`src/rtl/stride_prefetcher_if.sv`:
```
// stride_prefetcher_if: MEM-stage training inputs and the prefetch request port.
// Defining STRIDE_PF_STATS_EN adds the issued/dropped counter outputs.
interface stride_prefetcher_if;
   logic [31:0] mem_pc;
   logic [31:0] mem_addr;
   logic        mem_read;
   logic        mem_write;
   logic        mem_resp;
   logic        demand_busy;
   logic        pf_read;
   logic [31:0] pf_address;
   logic        pf_resp;
`ifdef STRIDE_PF_STATS_EN
   logic [31:0] pf_issued_count;
   logic [31:0] pf_dropped_count;
   modport master (
      output mem_pc, mem_addr, mem_read, mem_write, mem_resp, demand_busy, pf_resp,
      input  pf_read, pf_address, pf_issued_count, pf_dropped_count
   );
   modport slave (
      input  mem_pc, mem_addr, mem_read, mem_write, mem_resp, demand_busy, pf_resp,
      output pf_read, pf_address, pf_issued_count, pf_dropped_count
   );
`else
   modport master (
      output mem_pc, mem_addr, mem_read, mem_write, mem_resp, demand_busy, pf_resp,
      input  pf_read, pf_address
   );
   modport slave (
      input  mem_pc, mem_addr, mem_read, mem_write, mem_resp, demand_busy, pf_resp,
      output pf_read, pf_address
   );
`endif
endinterface

```
`src/rtl/stride_prefetcher.sv`:
```
// stride_prefetcher: PC-indexed RPT trained on MEM-stage accesses, issuing one line prefetch at a time.
// Defining STRIDE_PF_STATS_EN adds saturating issued/dropped counters.
module stride_prefetcher #(
   parameter int IDX_BITS    = 4,
   parameter int OFFSET_BITS = 5
) (
   input logic               clk,
   input logic               reset,
   stride_prefetcher_if.slave bus
);
   localparam int N  = 1 << IDX_BITS;
   localparam int TW = 30 - IDX_BITS;
   typedef enum logic [1:0] {INIT, TRANSIENT, STEADY, NOPRED} rpt_st_t;
   typedef enum logic [1:0] {IDLE, PEND, REQ} fsm_t;
   logic          valid [N];
   logic [TW-1:0] tag [N];
   logic [31:0]   last_addr [N];
   logic [31:0]   stride [N];
   rpt_st_t       st [N];
   logic [IDX_BITS-1:0] idx;
   logic [TW-1:0] tg;
   logic          ev, hit, correct, cand_ok, drop, done, pend_valid, pend_valid_n, unused_bits;
   logic [31:0]   ns, line_mask, cand, pend_addr, pend_addr_n, pf_addr, pf_addr_n, last_issued, last_issued_n;
   rpt_st_t       cur, st_n;
   fsm_t          state, state_n;
   assign idx       = bus.mem_pc[IDX_BITS+1:2];
   assign tg        = bus.mem_pc[31:IDX_BITS+2];
   assign ev        = bus.mem_resp & (bus.mem_read | bus.mem_write);
   assign hit       = valid[idx] && tag[idx] == tg;
   assign cur       = st[idx];
   assign ns        = bus.mem_addr - last_addr[idx];
   assign correct   = ns == stride[idx];
   assign line_mask = ~((32'd1 << OFFSET_BITS) - 32'd1);
   assign cand      = (bus.mem_addr + stride[idx]) & line_mask;
   assign st_n = cur == INIT      ? (correct ? STEADY : TRANSIENT)
               : cur == TRANSIENT ? (correct ? STEADY : NOPRED)
               : cur == STEADY    ? (correct ? STEADY : INIT)
               :                    (correct ? TRANSIENT : NOPRED);
   assign cand_ok = ev && hit && st_n == STEADY && stride[idx] != 32'd0 &&
                    cand != (bus.mem_addr & line_mask) && cand != last_issued;
   assign unused_bits = ^{bus.mem_pc[1:0], drop, done};
   // Flop-based table: a write at this edge is already visible to the next cycle's read.
   always_ff @(posedge clk) begin
      if (reset) begin
         for (int i = 0; i < N; i++) valid[i] <= 1'b0;
      end else if (ev) begin
         valid[idx]     <= 1'b1;
         tag[idx]       <= tg;
         last_addr[idx] <= bus.mem_addr;
         stride[idx]    <= !hit ? 32'd0 : (!correct && cur != STEADY) ? ns : stride[idx];
         st[idx]        <= hit ? st_n : INIT;
      end
   end
   always_comb begin
      state_n       = state;
      pend_addr_n   = cand_ok ? cand : pend_addr;
      pend_valid_n  = pend_valid;
      pf_addr_n     = pf_addr;
      last_issued_n = last_issued;
      drop          = 1'b0;
      done          = 1'b0;
      case (state)
         IDLE: state_n = cand_ok ? PEND : IDLE;
         PEND: begin
            drop = cand_ok && bus.demand_busy;
            if (!bus.demand_busy) begin
               state_n      = REQ;
               pf_addr_n    = pend_addr;
               pend_valid_n = cand_ok;
            end
         end
         REQ: begin
            drop         = cand_ok && pend_valid;
            done         = bus.pf_resp;
            pend_valid_n = pend_valid | cand_ok;
            if (bus.pf_resp) begin
               last_issued_n = pf_addr;
               state_n       = (pend_valid | cand_ok) ? PEND : IDLE;
               pend_valid_n  = 1'b0;
            end
         end
         default: state_n = IDLE;
      endcase
   end
   always_ff @(posedge clk) begin
      if (reset) begin
         state       <= IDLE;
         pend_addr   <= '0;
         pend_valid  <= 1'b0;
         pf_addr     <= '0;
         last_issued <= '1;
      end else begin
         state       <= state_n;
         pend_addr   <= pend_addr_n;
         pend_valid  <= pend_valid_n;
         pf_addr     <= pf_addr_n;
         last_issued <= last_issued_n;
      end
   end
   assign bus.pf_read    = state == REQ;
   assign bus.pf_address = pf_addr;
`ifdef STRIDE_PF_STATS_EN
   logic [31:0] issued, dropped;
   always_ff @(posedge clk) begin
      if (reset) begin
         issued  <= '0;
         dropped <= '0;
      end else begin
         if (done && issued != '1) issued <= issued + 32'd1;
         if (drop && dropped != '1) dropped <= dropped + 32'd1;
      end
   end
   assign bus.pf_issued_count  = issued;
   assign bus.pf_dropped_count = dropped;
`endif
endmodule

```
`src/flat_wrapper.sv`:
```
// flat-port wrapper written by rule: the top's interface ports become plain ports
module stride_prefetcher_flat 
#(
   parameter int IDX_BITS    = 4,
   parameter int OFFSET_BITS = 5
)
  (clk, reset, bus_mem_pc, bus_mem_addr, bus_mem_read, bus_mem_write, bus_mem_resp, bus_demand_busy, bus_pf_resp, bus_pf_read, bus_pf_address);
  stride_prefetcher_if bus_i ();
  input logic clk;
  input logic reset;
  input wire logic [$bits(bus_i.mem_pc)-1:0] bus_mem_pc;
  input wire logic [$bits(bus_i.mem_addr)-1:0] bus_mem_addr;
  input wire logic [$bits(bus_i.mem_read)-1:0] bus_mem_read;
  input wire logic [$bits(bus_i.mem_write)-1:0] bus_mem_write;
  input wire logic [$bits(bus_i.mem_resp)-1:0] bus_mem_resp;
  input wire logic [$bits(bus_i.demand_busy)-1:0] bus_demand_busy;
  input wire logic [$bits(bus_i.pf_resp)-1:0] bus_pf_resp;
  output wire logic [$bits(bus_i.pf_read)-1:0] bus_pf_read;
  output wire logic [$bits(bus_i.pf_address)-1:0] bus_pf_address;
  assign bus_i.mem_pc = bus_mem_pc;
  assign bus_i.mem_addr = bus_mem_addr;
  assign bus_i.mem_read = bus_mem_read;
  assign bus_i.mem_write = bus_mem_write;
  assign bus_i.mem_resp = bus_mem_resp;
  assign bus_i.demand_busy = bus_demand_busy;
  assign bus_i.pf_resp = bus_pf_resp;
  assign bus_pf_read = bus_i.pf_read;
  assign bus_pf_address = bus_i.pf_address;
  stride_prefetcher #(.IDX_BITS(IDX_BITS), .OFFSET_BITS(OFFSET_BITS)) u_core (.clk(clk), .reset(reset), .bus(bus_i));
endmodule
```
`config.mk`:
```
export PLATFORM = sky130hd
export DESIGN_NAME = stride_prefetcher_flat
export DESIGN_NICKNAME = d
export VERILOG_FILES = /design/src/rtl/stride_prefetcher_if.sv /design/src/rtl/stride_prefetcher.sv /design/src/flat_wrapper.sv
export SDC_FILE = /design/constraint.sdc
export NUM_CORES = 2
export LEC_CHECK = 0
export CORE_ASPECT_RATIO = 0.5
export CORE_MARGIN = 3
export CORE_UTILIZATION = 67
export CTS_BUF_LIST = sky130_fd_sc_hd__clkbuf_16
export DETAILED_ROUTE_END_ITERATION = 6
export PLACE_DENSITY = 0.84
export SLEW_MARGIN = 20
export SYNTH_ARGS = -nofsm -noshare
export SYNTH_HDL_FRONTEND = slang
export SYNTH_SLANG_ARGS = --single-unit
```
`constraint.sdc`:
```
create_clock -name clk -period 24.3 [get_ports clk]
set_input_delay 4.86 -clock clk [delete_from_list [all_inputs] [get_ports clk]]
set_output_delay 4.86 -clock clk [all_outputs]
set_load 0.1 [all_outputs]
```
**Word-level counts from Yosys, hierarchy flattened**

Memory sizes are Yosys's and may differ from the RTL's.
Cells that the tools add are included.

- Reduce and logical (&&, ||, !) cells: 17
- Bitwise gates (word level): 4
- Equality and inequality tests: 12
- $add $sub $neg: 2
- Muxes and demuxes: 26

Operators with widths:

| kind | number |
|---|---|
| 32-bit 2-to-1 mux | 2 |
| 32-bit adder | 1 |
| 32-bit == test | 1 |
| 32-bit inequality test | 1 |
| 32-bit nonzero test | 1 |
| 32-bit subtractor | 1 |
| 27-bit inequality test | 1 |
| 26-bit == test | 1 |
| 2-bit 2-to-1 mux | 9 |
| 1-bit 2-to-1 mux | 12 |
| 2-bit AND reduction | 4 |
| 1-bit logical AND | 7 |
| 2-bit == test, second input constant | 3 |
| 2-bit inequality test, second input constant | 3 |
| 2-bit case mux with 3 select lines | 1 |
| 2-bit by 1-bit == test with 1-bit output, second input constant | 2 |
| 2-bit logical NOT | 2 |
| 4-bit 2-to-1 mux | 1 |
| 1-bit bitwise OR | 2 |
| 1-bit case mux with 2 select lines | 1 |
| 2-bit nonzero test | 1 |
| 1-bit bitwise AND | 1 |
| 1-bit logical NOT | 1 |
| 1-bit inverter | 1 |
| 1-bit OR reduction | 1 |

- Memories: 5
- Input port bits: 71
- Output and inout bits: 33
- Bits in registers: 89
- RAM bits: 1488
- Logic and storage cells: 71

Memory list:

| memory | words | width | read ports | clocked after memory_dff | wr ports | line | RTL |
|---|---|---|---|---|---|---|---|
| u_core.last_addr | 16 | 32 | 1 | 0 | 1 | stride_prefetcher.sv:17 | `logic [31:0] last_addr [N];` |
| u_core.stride | 16 | 32 | 1 | 0 | 1 | stride_prefetcher.sv:18 | `logic [31:0] stride [N];` |
| u_core.tag | 16 | 26 | 1 | 0 | 1 | stride_prefetcher.sv:16 | `logic [TW-1:0] tag [N];` |
| u_core.st | 16 | 2 | 1 | 0 | 1 | stride_prefetcher.sv:19 | `rpt_st_t st [N];` |
| u_core.valid | 16 | 1 | 1 | 0 | 16 | stride_prefetcher.sv:15 | `logic valid [N];` |

**Logic depth before layout (Yosys ltp)**

An unclocked memory read counts as a cell.

- Depth in word-level cells: 16
- Mapped depth: 30
- Mapped depth without buffers: 19

**Worst setup path after synthesis**

Ideal clock, no wire load.

- Path kind: input -> register
- Start point: input port bus_mem_pc[2]
- End point: memory u_core.stride[0][27], data pin
- Cell stages on the path: 29
- Setup slack: 11.660 ns
- Path buffers: 12
- Data arrival time: 12.300 ns
- Path through: buf_6 buf_6 buf_4 buf_6 buf_4 buf_4 buf_4 buf_2 buf_1 mux4_2 mux4_2 inv_1 ha_1 clkbuf_1 a21oi_1 o21ai_1 nor2b_1 nor3b_1 o21ai_0 a21oi_1 xor2_1 o2111a_1 and4_1 nand2_1 ha_1 clkbuf_1 clkbuf_1 nor2_1 a211oi_1

- Cells in the longest elaborated chain, start to end: 7
- Elaborated cells on any way between the ends: 14

RTL lines:

| what | line | RTL |
|---|---|---|
| start, declared | flat_wrapper.sv:11 | `input wire logic [$bits(bus_i.mem_pc)-1:0] bus_mem_pc;` |
| memory read 16 x 32 bit | n/a |  |
| 32-bit subtractor | stride_prefetcher.sv:31 | `assign ns = bus.mem_addr - last_addr[idx];` |
| 32-bit == test | n/a |  |
| 1-bit logical NOT | n/a |  |
| 1-bit logical AND | n/a |  |
| 32-bit 2-to-1 mux | stride_prefetcher.sv:50 | `stride[idx] <= !hit ? 32'd0 : (!correct && cur != STEADY) ? ns : stride[idx];` |
| 32-bit 2-to-1 mux (*) | stride_prefetcher.sv:50 |  |
| end, declared | stride_prefetcher.sv:18 |  |

Every way passes the cells marked *; elsewhere a longest branch is shown, timed or not.

**Final worst setup path**

- Start point: input port bus_mem_pc[2]
- End point: memory u_core.stride[3][6], data pin

The elaborated chain is that of the path after synthesis.

==> flow_results.xml <==
<?xml version="1.0" encoding="UTF-8"?>
<metrics>
  <group name="run_status">
    <metric name="status" unit="">finished clean</metric>
  </group>
  <group name="floorplan">
    <metric name="die-width" unit="um">454.3</metric>
    <metric name="initial_utilization" unit="%">68.20</metric>
    <metric name="die_area" unit="mm2">0.1045</metric>
    <metric name="row_count" unit="">81</metric>
    <metric name="core_region_area" unit="mm2">0.09871</metric>
    <metric name="top_level_ports" unit="">104</metric>
    <metric name="die_height" unit="um">230.1</metric>
  </group>
  <group name="global_routing">
    <metric name="grt_pass1_wl" unit="um">285700</metric>
    <metric name="first_global_vias" unit="">40600</metric>
    <metric name="initial_antenna_violation_count" unit="">5</metric>
    <metric name="grt_util_all_layers" unit="%">38.58</metric>
    <metric name="grt_overflow_total" unit="">0</metric>
    <metric name="grt_start_max_net_pins" unit="">94</metric>
  </group>
  <group name="critical_path">
    <metric name="start_kind" unit="">input port</metric>
    <metric name="worst-endpoint-arrival" unit="ps">14490</metric>
    <metric name="regToRegEndpoint" unit="">u_core.stride[3][6]</metric>
    <metric name="critPathMaxFanout" unit="">88</metric>
    <metric name="regToRegSetupSlack" unit="ps">16160</metric>
    <metric name="ff2ff_path_depth" unit="">20</metric>
    <metric name="worst_r2r_startpoint" unit="">u_core.last_addr[12][4]</metric>
    <metric name="cp_data_required_time" unit="ps">24750</metric>
    <metric name="worstSetupPathType" unit="">in2reg</metric>
    <metric name="crit_path_end_kind" unit="">flip-flop</metric>
  </group>
  <group name="power">
    <metric name="pwr-share-comb" unit="%">10.9</metric>
    <metric name="cellInternalPower" unit="W">0.004299</metric>
    <metric name="totalPowerFinal" unit="W">0.005715</metric>
    <metric name="power-per-cell-area" unit="mW/mm2">77.24</metric>
    <metric name="irDropWorstVdd" unit="mV">0.07207</metric>
    <metric name="power.switching_fraction" unit="%">24.78</metric>
    <metric name="static-leakage-power" unit="nW">24.44</metric>
    <metric name="netSwitchingPower" unit="W">0.001416</metric>
    <metric name="power.share.sequential" unit="%">51.9</metric>
    <metric name="power.share.clock" unit="%">37.2</metric>
  </group>
  <group name="clock_tree">
    <metric name="clkTransAtPathRegs" unit="ps">70</metric>
    <metric name="ctsLongestPathBuffers" unit="">3</metric>
    <metric name="cts_tree" unit="">built</metric>
    <metric name="cts.htree.levels" unit="">4</metric>
    <metric name="setup_fix_bufs_post_cts" unit="">0</metric>
    <metric name="ctsHoldBuffers" unit="">0</metric>
    <metric name="numCtsBuffers" unit="">130</metric>
    <metric name="numClockSinks" unit="">1573</metric>
    <metric name="clk-insertion-delay-late" unit="ps">790</metric>
    <metric name="cts_repair_resize_count" unit="">0</metric>
    <metric name="cts_root_buffer" unit="">clkbuf_16</metric>
  </group>
  <group name="routing">
    <metric name="first_iteration_detailed_routing_drc_count" unit="">6541</metric>
    <metric name="firstDrtPassIters" unit="">7</metric>
    <metric name="postRouteWirelength" unit="um">197500</metric>
    <metric name="drtAntennaViolNets" unit="">0</metric>
    <metric name="avgViaCountPerCell" unit="">7.600</metric>
    <metric name="post_drt_wl_per_cell" unit="um">36.86</metric>
    <metric name="via_count" unit="">40730</metric>
    <metric name="drc_errors" unit="">0</metric>
  </group>
  <group name="min_path">
    <metric name="worstHoldPathType" unit="">reg2reg</metric>
    <metric name="capture_endpoint_of_the_worst_hold_path" unit="">u_core.bus.pf_address[29]</metric>
    <metric name="hold-path-cell-count" unit="">2</metric>
    <metric name="holdCritStartpoint" unit="">u_core.pend_addr[29]</metric>
  </group>
  <group name="cells_and_area">
    <metric name="most_used_cells_in_the_layout_excluding_fill_and_tap_cells" unit="">edfxtp_1, mux4_2, nand2_1</metric>
    <metric name="area_used_by_sequential_logic_in_the_layout" unit="mm2">0.04622</metric>
    <metric name="area_delta_synth_final" unit="%">9.910</metric>
    <metric name="fin_nets" unit="">4072</metric>
    <metric name="multi_input_comb_area" unit="mm2">0.02004</metric>
    <metric name="drive_above_1_share" unit="%">19.24</metric>
    <metric name="mostFrequentLayoutCell" unit="">edfxtp_1</metric>
    <metric name="fillerInstances" unit="">5206</metric>
  </group>
  <group name="yosys">
    <metric name="synth_async_sr_flop_share" unit="%">0</metric>
    <metric name="synthesis.area" unit="mm2">0.06732</metric>
    <metric name="syn_avg_cell_area" unit="um2">17.68</metric>
    <metric name="post_synthesis_sequential_element_count" unit="">1573</metric>
    <metric name="count_of_different_cell_masters_after_synthesis" unit="">89</metric>
    <metric name="synth_cells" unit="">3807</metric>
    <metric name="sequential_to_total_area_share_from_yosys_stat" unit="%">68.67</metric>
    <metric name="ys.warnings.count" unit="">0</metric>
    <metric name="synth_edf_count" unit="">1472</metric>
    <metric name="postSynth.topFlopCell" unit="">edfxtp_1</metric>
  </group>
  <group name="sta">
    <metric name="final-max-slew-violation-count" unit="">0</metric>
    <metric name="timing.fmax" unit="GHz">0.07123</metric>
    <metric name="shortest_period_the_worst_path_allows" unit="ps">14040</metric>
    <metric name="finClkSkew" unit="ps">54.40</metric>
    <metric name="layout_worst_path_cycle_share" unit="%">57.78</metric>
    <metric name="worstMarginPinSlew" unit="ps">1250</metric>
    <metric name="report.final.hold_viol_count" unit="">0</metric>
    <metric name="slew_headroom" unit="%">15.91</metric>
    <metric name="finalSetupViolCount" unit="">0</metric>
    <metric name="unrepaired_setup_endpoints_after_global_routing" unit="">no</metric>
    <metric name="fin_setup_tns" unit="ps">0</metric>
  </group>
  <group name="placed_design">
    <metric name="globalplace.congestion" unit="">1.001</metric>
    <metric name="port_buffers" unit="">96</metric>
    <metric name="place_hpwl" unit="um">110600</metric>
  </group>
  <group name="run">
    <metric name="cap_violations" unit="">0</metric>
  </group>
</metrics>
## synth_stat cells, types with 19 or more instances
cell | count | area (um2)
mux4_2 | 441 | 9932
buf_2 | 38 | 190.2
dfxtp_1 | 101 | 2022
a21oi_1 | 171 | 855.8
edfxtp_1 | 1472 | 44200
a21o_1 | 33 | 247.7
a22oi_1 | 19 | 142.6
nand2b_1 | 25 | 156.4
nor4_1 | 26 | 162.7
a211oi_1 | 31 | 232.7
clkbuf_1 | 92 | 345.3
mux2i_1 | 43 | 430.4
buf_1 | 35 | 131.4
nor3_1 | 49 | 245.2
and2_1 | 23 | 143.9
nor2_1 | 136 | 510.5
o21a_1 | 20 | 150.1
xor2_1 | 43 | 376.6
nand2_1 | 246 | 923.4
xnor2_1 | 86 | 753.2
nand3_1 | 81 | 405.4
ha_1 | 66 | 825.8
o21ai_0 | 90 | 450.4
inv_1 | 66 | 247.7
or3_1 | 19 | 118.9
nand4_1 | 43 | 269.0
## critical path, cell delays in order
cell and delay, ps:
buf_8 480, buf_12 550, buf_4 830, mux4_2 600, mux4_2 490, inv_1 230, ha_1 350, a21oi_1 280
o21ai_0 140, nand3_1 190, or4b_2 640, a31oi_1 500, o21ai_0 330, xnor2_1 290, nor4_1 100, and4_1 350
nand2_1 160, ha_2 180, buf_4 520, inv_1 580, nor3_1 760, a21oi_1 130, nor2_1 680
## final cells by class
cell class,instances,area share (%)
Antenna cell,2,0.006764
Clock buffer,134,4.532
Clock inverter,93,1.059
Inverter,67,0.3399
Multi-Input combinational cell,1976,27.08
Sequential cell,1573,62.47
Tap cell,1328,2.246
Timing Repair Buffer,186,2.261
## kinds of logic after synthesis
kind of cell	count (synthesis)	share of synthesized area, %
adders and majority gates	67	1.256
other	1	0.005571
xor gates and xnor gates	139	2.013
DFF	1573	68.67
and+or+nand+nor	726	5.219
AOI/OAI and AO/OA	543	5.399
buffers and inverters	262	1.803
muxes	496	15.64
## power groups by stage
| stage | Clock (W) | Sequential [W] | Combinational (W) |
|---|---|---|---|
| finish | 0.00212 | 0.00297 | 0.000622 |
| global route | 0.00223 | 0.00297 | 0.000652 |
| CTS | 0.00213 | 0.00297 | 0.000602 |
| detailed placement | 0 | 0.00303 | 0.000587 |
| global placement | 0 | 0.00302 | 0.000580 |
| floorplan | 0 | 0.00303 | 0.000386 |
## registers in the layout, indices dropped and copies added, names as in the netlist
name	flops
u_core.valid	16
u_core.pend_valid	1
u_core.tag	416
u_core.last_issued	28
u_core.stride	512
u_core.pend_addr	27
u_core.st	32
u_core.state	2
u_core.last_addr	512
u_core.bus.pf_address	27
## how the worst max path moves through the flow
| stage | startpoint | cells past startpoint | to |
|---|---|---|---|
| 3_3_place_gp | bus_mem_pc[2] | 23 | u_core.stride[10][6] |
| 2_1_floorplan | bus_mem_pc[2] | 29 | u_core.stride[0][27] |
| 6_report | bus_mem_pc[2] | 23 | u_core.stride[3][6] |
| 3_5_place_dp | bus_mem_pc[2] | 23 | u_core.stride[11][6] |
| 4_1_cts | bus_mem_pc[2] | 23 | u_core.stride[5][6] |
| 5_1_grt | bus_mem_pc[2] | 23 | u_core.stride[5][6] |
## layer usage
layer | wire length, um | up-vias | global-route usage (%)
met1 | 69910 | 20590 | 53.69
li1 | - | 15780 | -
met2 | 92480 | 3687 | 59.25
met5 | 23 | - | 0
met3 | 26270 | 663 | 10.51
met4 | 8828 | 4 | 15.38
## per-stage QoR
stage | std cells | worst slack, ps | util [%] | area [um2] | hold slack [ps]
finish | 5359 | 10260 | 74.96 | 73990 | 459.8
global route | 5357 | 9824 | 74.95 | 73980 | 480.2
CTS | 5356 | 10580 | 74.91 | 73950 | 452.9
detailed placement | 5129 | 9797 | 70.72 | 69810 | 439.5
global placement | 5129 | 10040 | 70.72 | 69810 | 428.1
floorplan | 3811 | 11660 | - | 67330 | 421.0
Note: power is estimated with default switching activity, not from simulation.
